==> src/rtl/timer_sequencer_pkg.sv <==
// ---------------------------------------------------------------------------
// timer_pkg
// Shared types and constants for the timer sequencer slice.
//   TIMER_WIDTH   : default counter/period width
//   timer_state_t : sequencer FSM states (IDLE, RUN, DONE)
// ---------------------------------------------------------------------------
package timer_pkg;

    localparam int TIMER_WIDTH = 8;

    typedef enum logic [1:0] {
        IDLE = 2'd0,
        RUN  = 2'd1,
        DONE = 2'd2
    } timer_state_t;

endpackage

==> src/rtl/timer_sequencer_if.sv <==
// ---------------------------------------------------------------------------
// timer_sequencer_if
// Command/status bundle between control logic and the timer sequencer.
// Signal directions are named from the sequencer's point of view.
//   start_i  : single-cycle (re)start command
//   stop_i   : single-cycle abort command
//   mode_i   : 0 = one-shot, 1 = periodic (sampled on start)
//   period_i : terminal count (sampled on start)
//   count_o  : current counter value
//   busy_o   : high while running
//   tick_o   : one-cycle pulse per terminal count
//   done_o   : sticky one-shot completion flag
// Modports: master = control logic, slave = sequencer.
// ---------------------------------------------------------------------------
interface timer_sequencer_if
    import timer_pkg::*;
#(
    parameter int WIDTH = TIMER_WIDTH
) ();

    logic             start_i;
    logic             stop_i;
    logic             mode_i;
    logic [WIDTH-1:0] period_i;
    logic [WIDTH-1:0] count_o;
    logic             busy_o;
    logic             tick_o;
    logic             done_o;

    modport master (
        output start_i, stop_i, mode_i, period_i,
        input  count_o, busy_o, tick_o, done_o
    );

    modport slave (
        input  start_i, stop_i, mode_i, period_i,
        output count_o, busy_o, tick_o, done_o
    );

endinterface

==> src/rtl/timer_sequencer_count_core.sv <==
// ---------------------------------------------------------------------------
// count_core
// Plain WIDTH-bit up-counter with synchronous clear and async active-low
// reset. Clear wins over enable.
//   clk     : rising-edge clock
//   rst_n   : asynchronous active-low reset
//   en_i    : increment enable
//   clr_i   : synchronous clear to zero
//   count_o : registered counter value
// ---------------------------------------------------------------------------
module count_core
    import timer_pkg::*;
#(
    parameter int WIDTH = TIMER_WIDTH
) (
    input  logic             clk,
    input  logic             rst_n,
    input  logic             en_i,
    input  logic             clr_i,
    output logic [WIDTH-1:0] count_o
);

    logic [WIDTH-1:0] count_q;
    logic [WIDTH-1:0] count_d;

    // Next count: clear takes priority, otherwise step when enabled.
    always_comb begin
        count_d = count_q;
        if (clr_i) begin
            count_d = '0;
        end else if (en_i) begin
            count_d = count_q + 1'b1;
        end
    end

    // Counter register.
    always_ff @(posedge clk or negedge rst_n) begin
        if (!rst_n) begin
            count_q <= '0;
        end else begin
            count_q <= count_d;
        end
    end

    assign count_o = count_q;

endmodule

==> src/rtl/timer_sequencer.sv <==
// ---------------------------------------------------------------------------
// timer_sequencer
// Runs a shared up-counter as a programmable one-shot or periodic timer.
// Latches period/mode on start, emits a registered tick at each terminal
// count and a sticky done when a one-shot completes.
//   clk   : rising-edge clock
//   rst_n : asynchronous active-low reset
//   bus   : timer_sequencer_if.slave (commands in, count/status out)
// ---------------------------------------------------------------------------
module timer_sequencer
    import timer_pkg::*;
#(
    parameter int WIDTH = TIMER_WIDTH
) (
    input  logic               clk,
    input  logic               rst_n,
    timer_sequencer_if.slave   bus
);

    timer_state_t     state_q, state_d;
    logic [WIDTH-1:0] period_q, period_d;
    logic             mode_q, mode_d;
    logic             tick_q, tick_d;
    logic             done_q, done_d;

    logic [WIDTH-1:0] countVal;
    logic             countEn;
    logic             countClr;
    logic             termCount;
    logic             acceptStart;

    // Stop outranks start, so a simultaneous pair never counts as a start.
    assign acceptStart = bus.start_i && !bus.stop_i;
    assign termCount   = (state_q == RUN) && (countVal == period_q);

    count_core #(
        .WIDTH (WIDTH)
    ) u_count_core (
        .clk     (clk),
        .rst_n   (rst_n),
        .en_i    (countEn),
        .clr_i   (countClr),
        .count_o (countVal)
    );

    // State register.
    always_ff @(posedge clk or negedge rst_n) begin
        if (!rst_n) begin
            state_q <= IDLE;
        end else begin
            state_q <= state_d;
        end
    end

    // Next-state logic: stop, then start, then terminal-count handling.
    always_comb begin
        state_d = state_q;
        if (bus.stop_i) begin
            state_d = IDLE;
        end else if (bus.start_i) begin
            state_d = RUN;
        end else begin
            case (state_q)
                RUN:     if (termCount && !mode_q) state_d = DONE;
                default: state_d = state_q;
            endcase
        end
    end

    // Output/datapath control. In one-shot the counter simply stops at the
    // terminal count (no enable, no clear), which holds it at period_q.
    always_comb begin
        countEn  = 1'b0;
        countClr = 1'b0;
        tick_d   = 1'b0;
        done_d   = done_q;
        period_d = period_q;
        mode_d   = mode_q;
        if (bus.stop_i) begin
            countClr = 1'b1;
            done_d   = 1'b0;
        end else if (bus.start_i) begin
            countClr = 1'b1;
            done_d   = 1'b0;
        end else if (state_q == RUN) begin
            if (termCount) begin
                tick_d = 1'b1;
                if (mode_q) begin
                    countClr = 1'b1;
                end else begin
                    done_d = 1'b1;
                end
            end else begin
                countEn = 1'b1;
            end
        end else if (state_q == IDLE) begin
            countClr = 1'b1;
        end
        if (acceptStart) begin
            period_d = bus.period_i;
            mode_d   = bus.mode_i;
        end
    end

    // Latched configuration and registered status flags.
    always_ff @(posedge clk or negedge rst_n) begin
        if (!rst_n) begin
            period_q <= '0;
            mode_q   <= 1'b0;
            tick_q   <= 1'b0;
            done_q   <= 1'b0;
        end else begin
            period_q <= period_d;
            mode_q   <= mode_d;
            tick_q   <= tick_d;
            done_q   <= done_d;
        end
    end

    assign bus.count_o = countVal;
    assign bus.busy_o  = (state_q == RUN);
    assign bus.tick_o  = tick_q;
    assign bus.done_o  = done_q;

endmodule

==> src/flat_wrapper.sv <==
// flat-port wrapper written by rule: the top's interface ports become plain ports
module timer_sequencer_flat import timer_pkg::*;
#(
    parameter int WIDTH = TIMER_WIDTH
)
  (clk, rst_n, bus_start_i, bus_stop_i, bus_mode_i, bus_period_i, bus_count_o, bus_busy_o, bus_tick_o, bus_done_o);
  timer_sequencer_if #(.WIDTH(WIDTH)) bus_i ();
  input  logic clk;
  input  logic rst_n;
  input wire logic [$bits(bus_i.start_i)-1:0] bus_start_i;
  input wire logic [$bits(bus_i.stop_i)-1:0] bus_stop_i;
  input wire logic [$bits(bus_i.mode_i)-1:0] bus_mode_i;
  input wire logic [$bits(bus_i.period_i)-1:0] bus_period_i;
  output wire logic [$bits(bus_i.count_o)-1:0] bus_count_o;
  output wire logic [$bits(bus_i.busy_o)-1:0] bus_busy_o;
  output wire logic [$bits(bus_i.tick_o)-1:0] bus_tick_o;
  output wire logic [$bits(bus_i.done_o)-1:0] bus_done_o;
  assign bus_i.start_i = bus_start_i;
  assign bus_i.stop_i = bus_stop_i;
  assign bus_i.mode_i = bus_mode_i;
  assign bus_i.period_i = bus_period_i;
  assign bus_count_o = bus_i.count_o;
  assign bus_busy_o = bus_i.busy_o;
  assign bus_tick_o = bus_i.tick_o;
  assign bus_done_o = bus_i.done_o;
  timer_sequencer #(.WIDTH(WIDTH)) u_core (.clk(clk), .rst_n(rst_n), .bus(bus_i));
endmodule
==> config.mk <==
export PLATFORM = sky130hd
export DESIGN_NAME = timer_sequencer_flat
export DESIGN_NICKNAME = d
export VERILOG_FILES = /design/src/rtl/timer_sequencer_pkg.sv /design/src/rtl/timer_sequencer_if.sv /design/src/rtl/timer_sequencer_count_core.sv /design/src/rtl/timer_sequencer.sv /design/src/flat_wrapper.sv
export SDC_FILE = /design/constraint.sdc
export NUM_CORES = 1
export LEC_CHECK = 0
export CORE_UTILIZATION = 48
export CTS_CLUSTER_DIAMETER = 60
export CTS_CLUSTER_SIZE = 24
export DETAILED_ROUTE_END_ITERATION = 6
export GPL_TIMING_DRIVEN = 1
export HOLD_SLACK_MARGIN = 0.05
export PLACE_DENSITY = 0.77
export SYNTH_ARGS = -nofsm -noshare
export SYNTH_HDL_FRONTEND = slang
export SYNTH_SLANG_ARGS = --single-unit
==> constraint.sdc <==
create_clock -name clk -period 1.81 [get_ports clk]
set_input_delay 0.362 -clock clk [delete_from_list [all_inputs] [get_ports clk]]
set_output_delay 0.362 -clock clk [all_outputs]
set_load 0.01 [all_outputs]
==> out/summary.txt <==
status - completed
Worst setup SP type - flip-flop
CTS tree - built
power density cells - 638.3 mW/mm2
Unique masters post-synth - 31
Port Buffers - 23
global placer's final weighted congestion - 0.8577
critical path arrival - 1.38 ns
via count - 787
detailed-placement wirelength estimate - 1521 um
period utilisation layout - 96.17%
final setup vio count - 0
CTS Root Cell - clkbuf_4
Placeable Area - 0.002022 mm2
end-of-flow core utilization - 69.93%
RSZ-0062 raised after global routing - no
GR Overflow Total - 0
first-pass GRT wire length - 3574 um
CTS max path bufs - 2
worst min-delay path category - input port to asynchronous set/reset pin
Crit Path Max Fanout - 5
initial core utilization - 52.60%
Max-Cap Viols - 0
I/O pin cnt - 24
Site Rows - 16
critical path class - flip-flop to output pin
Pins Over Slew Limit - 0
clock sinks - 21
Routed Antenna Nets - 0
R2R cell count - 5
clock skew - 0.001929 ns
R2R Path Start - u_core.u_count_core.count_o[6]
Worst Max-Slew Pin Slew - 0.2949 ns
Reg clk slew, reported paths - 0.11 ns
Cell Area, Synth - 0.001064 mm2
Mapped Nets - 105
Die Area - 0.002408 mm2
Synth Instances - 91
Slew HR - 80.34%
DRT Pass-1 Iters - 4
vias per cell - 5.144
H-tree depth - 1
Ys Warns - 0
Nets - 141
Die Y - 49.07 um
initial antenna violation count - 0
post-CTS setup buffers - 0
DRC viols - 0
VDD IR-drop max - 0.0004130 V
Worst Path Required - 1.45 ns
number of global-route vias before repair - 799
Period minus WS final - 1.741 ns
die width - 49.07 um
Starting DRT DRC Count - 14
Num CTS Buffers - 3
Ant. Diodes - 0
GRT Util Overall - 19.69%
Worst setup EP type - output pin
R2R Setup Slk - 0.18 ns
Setup WS pre-CTS - 0.09701 ns
Hold Vio Cnt, Final - 0
Layout area overhead - 32.94%
Reg-to-Reg End - u_core.u_count_core.count_o[0]
P_leak - 0.0005961 uW
Clk Latency, worst-skew pair - 0.29 ns
layout cells sized above 1 - 22.22%
Yosys reg bits - 21
syn_area_per_cell - 11.69 um2
post-synthesis sequential area ratio - 49.41%
final WL - 1933 um
Max Freq - 574.5 MHz
largest net degree at the start of global routing - 22
drt wl/cell - 12.63 um
fin worst setup slack - 0.06940 ns
total negative slack - 0 ns
==> layout make-up <==
type / count / area [um2]
fillers: 168 / 608.1
clock buffers: 4 / 26.28
inverters: 2 / 7.507
well taps: 27 / 33.78
flip-flops and latches: 21 / 525.5
multi-input cells: 66 / 514.2
repair buffers: 33 / 306.5
==> per-layer routing <==
metal / wire [um] / vias to the layer above / GRT usage [%]
li1: - / 388 / -
met1: 909 / 380 / 26.23
met2: 926 / 17 / 32.42
met3: 82 / 2 / 3.738
met4: 15 / 0 / 5.882
met5: 0 / - / 0
==> layout by cell type (no fill, tap or decap) <==
cell and count:
a21oi_1 2, nand4_1 1, o21bai_1 2, nand2_1 2, dlygate4sd2_1 1, nor3_2 1, nand2b_1 3, nand3b_1 1
nor2b_1 1, xnor2_1 7, inv_1 2, o21ai_1 1, buf_4 10, o211ai_1 1, ha_1 1, nor4_1 1
dlymetal6s2s_1 1, or3_1 1, nand3_1 1, nor3_1 3, xnor2_2 1, o21ai_0 4, xor2_1 6, clkbuf_4 3
or2_4 1, nand4b_1 1, mux2i_1 1, clkdlybuf4s50_1 21, mux2_2 9, o221ai_4 1, o21a_1 1, nand4_2 2
clkbuf_1 1, nor2_1 10, dfrtp_1 21
==> sequential cells by signal, indices dropped and copies added (netlist names) <==
| signal | cells |
|---|---|
| u_core.u_count_core.count_o | 8 |
| u_core.state_q | 2 |
| u_core.period_q | 8 |
| u_core.mode_q | 1 |
| u_core.bus.done_o | 1 |
| u_core.bus.tick_o | 1 |
==> worst max-delay path, cell delays in order, from the launching register on <==
cell and delay [ns]:
dfrtp_1 0.41, buf_4 0.15, clkdlybuf4s50_1 0.53
==> synth_stat cells (all sizes together) <==
library cell | instances | area share, %
dfrtp | 21 | 49
nor2 | 10 | 3.5
mux2 | 9 | 9.5
xnor2 | 8 | 7.3
xor2 | 6 | 4.9
o21ai | 5 | 2.4
nor3 | 4 | 2.4
nand2b | 3 | 1.8
nand4 | 3 | 2.9
a21oi | 2 | 0.94
buf | 2 | 1.5
inv | 2 | 0.71
nand2 | 2 | 0.71
o21bai | 2 | 1.4
ha | 1 | 1.2
mux2i | 1 | 0.94
nand3 | 1 | 0.47
nand3b | 1 | 0.71
nand4b | 1 | 0.82
nor2b | 1 | 0.59
nor4 | 1 | 0.59
o211ai | 1 | 0.71
o21a | 1 | 0.71
o221ai | 1 | 2.5
or2 | 1 | 0.82
or3 | 1 | 0.59
==> power breakdown <==
| part | switching (uW) | internal (uW) | leakage (uW) |
|---|---|---|---|
| combinational | 66.1 | 90.0 | 0.000310 |
| clock | 135 | 85.7 | 0.0000150 |
| sequential | 24.2 | 502 | 0.000271 |
| total | 225 | 677 | 0.000596 |
==> worst max path at each step <==
stage,slack [ns],startpoint,endpoint,cells past startpoint
global route,0.01,u_core.u_count_core.count_o[4],bus_count_o[4],1
global placement,0.13,bus_start_i,u_core.period_q[5],4
floorplan,0.25,u_core.u_count_core.count_o[2],u_core.u_count_core.count_o[0],6
CTS,0.05,u_core.u_count_core.count_o[2],bus_count_o[2],2
finish,0.07,u_core.u_count_core.count_o[3],bus_count_o[3],2
detailed placement,0.1,bus_start_i,u_core.period_q[7],4
==> cells by family (layout without fill, tap and decap cells) <==
kind of cell / after synthesis / count (layout) / share of synthesized area (%)
xor+xnor: 14 / 14 / 12.24
flops: 21 / 21 / 49.41
fa+ha+maj: 1 / 1 / 1.176
compound gates: 12 / 12 / 8.588
mux: 10 / 10 / 10.47
simple gates: 29 / 29 / 15.88
buf+inv: 4 / 39 / 2.235
==> stage by stage <==
stage / instances / hold slack [ns] / total power (uW) / cell area [um2]
floorplan: 91 / 0.06641 / 624.9 / 1064
global placement: 149 / 0.4738 / 689.2 / 1386
detailed placement: 149 / 0.4884 / 696.2 / 1386
CTS: 153 / 0.3998 / 918.9 / 1411
global route: 153 / 0.4147 / 946.6 / 1414
finish: 153 / 0.3954 / 902.5 / 1414
==> repair_timing <==
action	in CTS	in global routing
endpoints found under the hold margin	0	0
gates resized for setup	1	1
hold buffers	0	0
pin swaps	0	1
endpoints found under the setup margin	1	4
No activity file was read; power rests on OpenSTA's default activity.
